File: src/rtl/swing_pipeline.sv
//============================================================================
// Module      : swing_pipeline
// Description : DEPTH-stage valid/ready pipeline that applies a bitwise
//               AND/OR/XOR/majority to three operands and counts results.
// Revision    : 1.0 - initial release
//============================================================================
`default_nettype none

module swing_pipeline #(
    parameter int WIDTH = 4,
    parameter int DEPTH = 2
) (
    input  logic             clk,
    input  logic             reset,
    input  logic [WIDTH-1:0] A_in,
    input  logic [WIDTH-1:0] B_in,
    input  logic [WIDTH-1:0] C_in,
    input  logic [1:0]       mode,
    input  logic             in_valid,
    output logic             in_ready,
    output logic [WIDTH-1:0] A_out,
    output logic [WIDTH-1:0] B_out,
    output logic [WIDTH-1:0] LOGIC_out,
    output logic             out_valid,
    input  logic             out_ready,
    output logic [15:0]      txn_count
);

    localparam logic [1:0] c_MODE_AND = 2'b00;
    localparam logic [1:0] c_MODE_OR  = 2'b01;
    localparam logic [1:0] c_MODE_XOR = 2'b10;

    logic [DEPTH-1:0] r_valid;
    logic [WIDTH-1:0] r_a   [DEPTH];
    logic [WIDTH-1:0] r_b   [DEPTH];
    logic [WIDTH-1:0] r_res [DEPTH];
    logic [15:0]      r_txn_count;

    logic [DEPTH-1:0] w_load;
    logic [DEPTH-1:0] w_up_valid;
    logic [WIDTH-1:0] w_up_a   [DEPTH];
    logic [WIDTH-1:0] w_up_b   [DEPTH];
    logic [WIDTH-1:0] w_up_res [DEPTH];
    logic [WIDTH-1:0] w_res;

    always_comb begin
        w_res = (A_in & B_in) | (A_in & C_in) | (B_in & C_in);
        case (mode)
            c_MODE_AND: w_res = A_in & B_in & C_in;
            c_MODE_OR:  w_res = A_in | B_in | C_in;
            c_MODE_XOR: w_res = A_in ^ B_in ^ C_in;
            default:    w_res = (A_in & B_in) | (A_in & C_in) | (B_in & C_in);
        endcase
    end

    // A stage may load iff out_ready is high or any stage at or after it is empty.
    always_comb begin
        logic v_any;
        w_load = '0;
        for (int k = 0; k < DEPTH; k++) begin
            v_any = out_ready;
            for (int j = k; j < DEPTH; j++) begin
                v_any = v_any | ~r_valid[j];
            end
            w_load[k] = v_any;
        end
    end

    for (genvar k = 0; k < DEPTH; k++) begin : g_up
        if (k == 0) begin : g_first
            assign w_up_valid[k] = in_valid;
            assign w_up_a[k]     = A_in;
            assign w_up_b[k]     = B_in;
            assign w_up_res[k]   = w_res;
        end else begin : g_next
            assign w_up_valid[k] = r_valid[k-1];
            assign w_up_a[k]     = r_a[k-1];
            assign w_up_b[k]     = r_b[k-1];
            assign w_up_res[k]   = r_res[k-1];
        end
    end

    always_ff @(posedge clk) begin
        if (!reset) begin
            r_valid <= '0;
            for (int k = 0; k < DEPTH; k++) begin
                r_a[k]   <= '0;
                r_b[k]   <= '0;
                r_res[k] <= '0;
            end
        end else begin
            for (int k = 0; k < DEPTH; k++) begin
                if (w_load[k]) begin
                    r_valid[k] <= w_up_valid[k];
                    r_a[k]     <= w_up_a[k];
                    r_b[k]     <= w_up_b[k];
                    r_res[k]   <= w_up_res[k];
                end
            end
        end
    end

    always_ff @(posedge clk) begin
        if (!reset) begin
            r_txn_count <= '0;
        end else if (out_valid && out_ready) begin
            r_txn_count <= r_txn_count + 16'd1;
        end
    end

    // Handshake outputs are masked so they read low for the whole reset window.
    assign in_ready  = w_load[0] & reset;
    assign out_valid = r_valid[DEPTH-1] & reset;
    assign A_out     = r_a[DEPTH-1];
    assign B_out     = r_b[DEPTH-1];
    assign LOGIC_out = r_res[DEPTH-1];
    assign txn_count = r_txn_count;

endmodule

`default_nettype wire

File: config.mk
export PLATFORM = sky130hd
export DESIGN_NAME = swing_pipeline
export DESIGN_NICKNAME = d
export VERILOG_FILES = /design/src/rtl/swing_pipeline.sv
export SDC_FILE = /design/constraint.sdc
export NUM_CORES = 1
export LEC_CHECK = 0
export ABC_AREA = 1
export CAP_MARGIN = 0
export CORE_MARGIN = 3
export CORE_UTILIZATION = 45
export CTS_BUF_LIST = sky130_fd_sc_hd__clkbuf_4
export DETAILED_ROUTE_END_ITERATION = 10
export MAX_ROUTING_LAYER = met4
export PLACE_DENSITY = 0.74
export SLEW_MARGIN = 20
export SYNTH_ARGS = -nofsm -noshare
export SYNTH_HDL_FRONTEND = slang
export SYNTH_SLANG_ARGS = --single-unit
File: constraint.sdc
create_clock -name clk -period 4.3 [get_ports clk]
set_input_delay 0.86 -clock clk [delete_from_list [all_inputs] [get_ports clk]]
set_output_delay 0.86 -clock clk [all_outputs]
set_load 0.01 [all_outputs]
Word-level counts from Yosys, hierarchy flattened --
Memories as Yosys holds them, arrays and structs flattened. Index checks and enable logic that the tools add are counted. Widths: inputs -> output; s select.
Storage, ports and cells: bits in registers 18, output and inout bits 30, RAM bits 24, memories 3
Memories:
- r_a | depth 2, bits a word 4, rd ports 2, clocked after memory_dff 0, wr ports 2, line 34 | logic [WIDTH-1:0] r_a [DEPTH];
- r_b | depth 2, bits a word 4, rd ports 2, clocked after memory_dff 0, wr ports 2, line 35 | logic [WIDTH-1:0] r_b [DEPTH];
- r_res | depth 2, bits a word 4, rd ports 2, clocked after memory_dff 0, wr ports 2, line 36 | logic [WIDTH-1:0] r_res [DEPTH];
Cells by class: mux-type cells 14, bitwise operators 23, reduce and logical (&&, ||, !) cells 2, equality and inequality tests 2, add/subtract/negate cells 1
Operators with widths (number):
- $mux 4 | 6
- $add 16x1->16 const B | 1
- $and 4x4->4 | 4
- $or 4x4->4 | 4
- $pmux 4 s3 | 1
- $or 1x1->1 | 9
- $xor 4x4->4 | 2
- $mux 1 | 7
- $and 1x1->1 | 2
- $eq 2x1->1 const B | 1
- $eq 2x2->1 const B | 1
- $logic_not 2->1 | 1
- $not 1->1 | 2
- $logic_and 1x1->1 | 1

Logic depth before layout (Yosys ltp) --
depth in word-level cells 7, depth in mapped cells 8, depth with buffers taken out 8

Worst setup path before layout --
OpenSTA, ideal clock, no wires.
kind input -> output, start input out_ready, end output in_ready, data required time 3.440 ns, path buffers 1, stages 5, setup slack 1.998 ns, arrival 1.442 ns, cell sequence inv_1 nand3_1 nand2_1 buf_2 inv_1
Between the ends: word-level cells in the longest chain between the ends 3
RTL lines:
- start, declared | line 25 | input logic out_ready,
- $or 1x1->1 (2 in a row) | line 63 | v_any = v_any | ~r_valid[j];
- $and 1x1->1 | line 112 | assign in_ready = w_load[0] & reset;
- end, declared | line 20 | output logic in_ready,
No other way between the ends.

Final worst setup path --
start input reset, end output out_valid
Between the ends: word-level cells in the longest chain between the ends 1
RTL lines:
- start, declared | line 14 | input logic reset,
- $and 1x1->1 | line 113 | assign out_valid = r_valid[DEPTH-1] & reset;
- end, declared | line 24 | output logic out_valid,
No other way between the ends.

==> summary.txt <==
Outcome
  – Status: complete, no violations

CTS
  – PostCTS Resize Cnt: 0
  – Setup Buffers After CTS: 0
  – Reg clk slew, reported paths: 0.12 ns
  – CTS Buf Count: 5
  – Hold_buf cts: 0
  – Max H-tree Level: 2
  – Clock root buffer: clkbuf_4
  – Num Clock Sinks: 42
  – CTS Buffer Depth: 2
  – Worst-Skew Late Latency: 0.34 ns
  – CTS tree: built

Place
  – Port bufs: 47
  – Placed Cells: 360
  – GPL Wtd Cong: 0.890
  – Placement Setup Slack: 1.17 ns
  – Detailed Place HPWL: 3040 µm

Power
  – Clk pwr share: 36.2%
  – Logic gate share of total power: 10.4%
  – Peak VDD IR: 0.000153 V
  – Static Leak: 1.15 nW
  – Pwr per Cell Area: 303 nW/µm²
  – Sw frac: 20.7%
  – Seq pwr share: 53.3%
  – Design Power: 0.839 mW
  – Pint: 0.665 mW
  – Switching power: 0.173 mW

Timing
  – Relative slew slack: 63.3%
  – Min cycle time layout: 3.12 ns
  – Setup violators final: 0
  – RSZ-0062 raised after global routing: no
  – Tcrit/Tclk final: 72.6%
  – Clock skew: 0.00941 ns
  – Pins Over Slew Limit: 0
  – Measured slew at the worst slew-check pin: 0.549 ns
  – Hold Vio Cnt, Final: 0
  – Final TNS setup: 0 ns
  – FMAX: 320 MHz
  – Worst setup margin: 1.18 ns

Flow run
  – Total of max-cap violations: 0

Worst setup path
  – Startpoint types: input pin
  – Worst path slowest cell: clkdlybuf4s50_1
  – Crit path capture type: output pin
  – WS Path Type: in -> out
  – Worst path most repeated cell: clkdlybuf4s50_1
  – Max incr delay on CP: 0.54 ns
  – Worst Path Arrival: 2.26 ns
  – CP required: 3.44 ns
  – CP Cell Sequence: clkdlybuf4s50_1, buf_4, nand2_1, inv_1, clkdlybuf4s50_1
  – Reg2reg setup slack: 2.82 ns
  – Worst-path fanout max: 16

Floorplan
  – Die Area: 5760 µm²
  – Die H: 75.9 µm
  – Core Footprint: 4530 µm²
  – # IOs: 48
  – Initial Util: 48.5%
  – Die X: 75.9 µm
  – Row count: 24

Min path
  – Worst hold-check path type: reg -> reg

Drt
  – Vias: 1,659
  – DRC Markers: 0
  – WL final: 4010 µm
  – Post-route ant nets: 0
  – Initial DRT Pass Iterations: 4
  – Drt first-iter violations: 90
  – DR WL/cell: 10.9 µm
  – Vias per inst: 4.51

Global routing
  – Grt ovf: 0
  – First-pass GRT wire length: 6890 µm
  – Initial antenna violation count: 0
  – Pin count of the biggest net entering global routing: 25
  – Vias in the first global route: 1,579
  – Total GRT Usage: 15.1%

Final layout
  – Nets: 333
  – Layout Cells excl Fill: 368
  – Layout cells sized above 1: 6.27%
  – Synth-to-Final Area Change: 25.7%
  – Ant. Diodes: 0

Synthesis
  – Syn Nets: 292
  – Main flop type after synthesis: edfxtp_1
  – Synth top cells by count: 54 x nor2_1, 46 x nand2_1, 43 x inv_1
  – Post-synth EDFFs: 24
  – Syn avg cell area: 8.43 µm²
  – Register area share after synthesis: 49.1%
  – #FFs+latches synth: 42
  – Yosys top cell by area: edfxtp_1
  – Cell variety after synth: 23
  – Share of the synthesized area in the top cell type: 32.8%
  – Post-synthesis cell count: 261
  – Yosys Warn Count: 0
  – Post-Synthesis Cell Area: 2200 µm²
  – Top-count cell post-synth: nor2_1
  – Post-synthesis async set-or-reset flop share: 0%
  – Ranking of synthesized cells by area: edfxtp_1 33%, dfxtp_1 16%, nor2_1 9.2%
==> flip-flops by register name, indices dropped and copies added (netlist names) <==
| register | cells |
|---|---|
| r_a | 8 |
| r_b | 8 |
| r_res | 8 |
| r_valid | 2 |
| txn_count | 16 |
==> cell type report <==
type / instances / area (µm²)
clock buffer: 5 / 37.5
multi-input combinational: 159 / 847
tap: 65 / 81.3
clock inverter: 3 / 63.8
timing repair buffer: 49 / 485
inverter: 45 / 169
sequential: 42 / 1080
fill: 388 / 1770
==> layer usage <==
| layer | vias up | share of wire (%) | global-route usage (%) | routed length, µm |
|---|---|---|---|---|
| met5 | - | 0 | - | 0 |
| met1 | 723 | 45 | 18.5 | 1820 |
| met2 | 44 | 47 | 24.1 | 1900 |
| met4 | 0 | 1.2 | 6.34 | 49 |
| li1 | 887 | - | - | - |
| met3 | 5 | 6.3 | 3.55 | 253 |
==> kinds of logic (layout without fill, tap and decap cells) <==
kind of cell    count (synthesis)  count (layout)  synth area share [%]
compound gates                 17              17                  4.44
simple gates                  128             128                  24.9
fa+ha+maj                      13              13                  8.76
xor+xnor                        1               1                 0.398
flops                          42              42                  49.1
buf+inv                        60             102                  12.3
==> power groups by stage <==
stage	combinational [mW]	sequential, mW	clock, mW
CTS	0.0888	0.448	0.311
global placement	0.0851	0.456	0
finish	0.0875	0.447	0.304
global route	0.0981	0.449	0.319
floorplan	0.0509	0.455	0
detailed placement	0.0883	0.457	0
==> final timing paths <==
path,startpoint,endpoint,cells after the start
max,reset,out_valid,5
min,r_valid[0]$_SDFFE_PN0N_,r_valid[1]$_SDFFE_PN0N_,2
max reg2reg,txn_count[0]$_SDFFE_PN0P_,txn_count[8]$_SDFFE_PN0P_,6
min reg2reg,r_valid[0]$_SDFFE_PN0N_,r_valid[1]$_SDFFE_PN0N_,2
==> placed cells by master (no fill, tap or decap) <==
cell type,netlist,routed
xor2_1,1,1
ha_1,9,9
inv_2,2,2
nand4_1,5,5
edfxtp_1,24,24
fa_1,4,4
bufinv_16,0,2
buf_4,12,2
clkinv_1,0,1
nand3_1,14,14
nor3_1,1,1
a41oi_1,2,2
nor2_1,54,54
or2_2,6,6
clkbuf_4,0,5
o21a_1,1,1
a31oi_1,2,2
a21oi_1,8,8
dfxtp_1,18,18
inv_1,43,43
o21ai_0,4,4
clkdlybuf4s50_1,0,47
nand2_1,46,46
nand3_4,1,1
nor2_4,1,1
==> critical path, delay by kind of cell <==
kind	cells	cell delay [ns]
buf+inv	4	1.31
simple gates	1	0.08
==> stage by stage <==
stage	instance area [µm²]	util [%]	hold slack (ns)
finish	2770	61.0	0.478
global route	2770	61.0	0.484
CTS	2770	61.0	0.474
detailed placement	2660	58.7	0.457
global placement	2660	58.7	0.445
floorplan	2200	-	0.437
No activity file was read; power rests on OpenSTA's default activity.
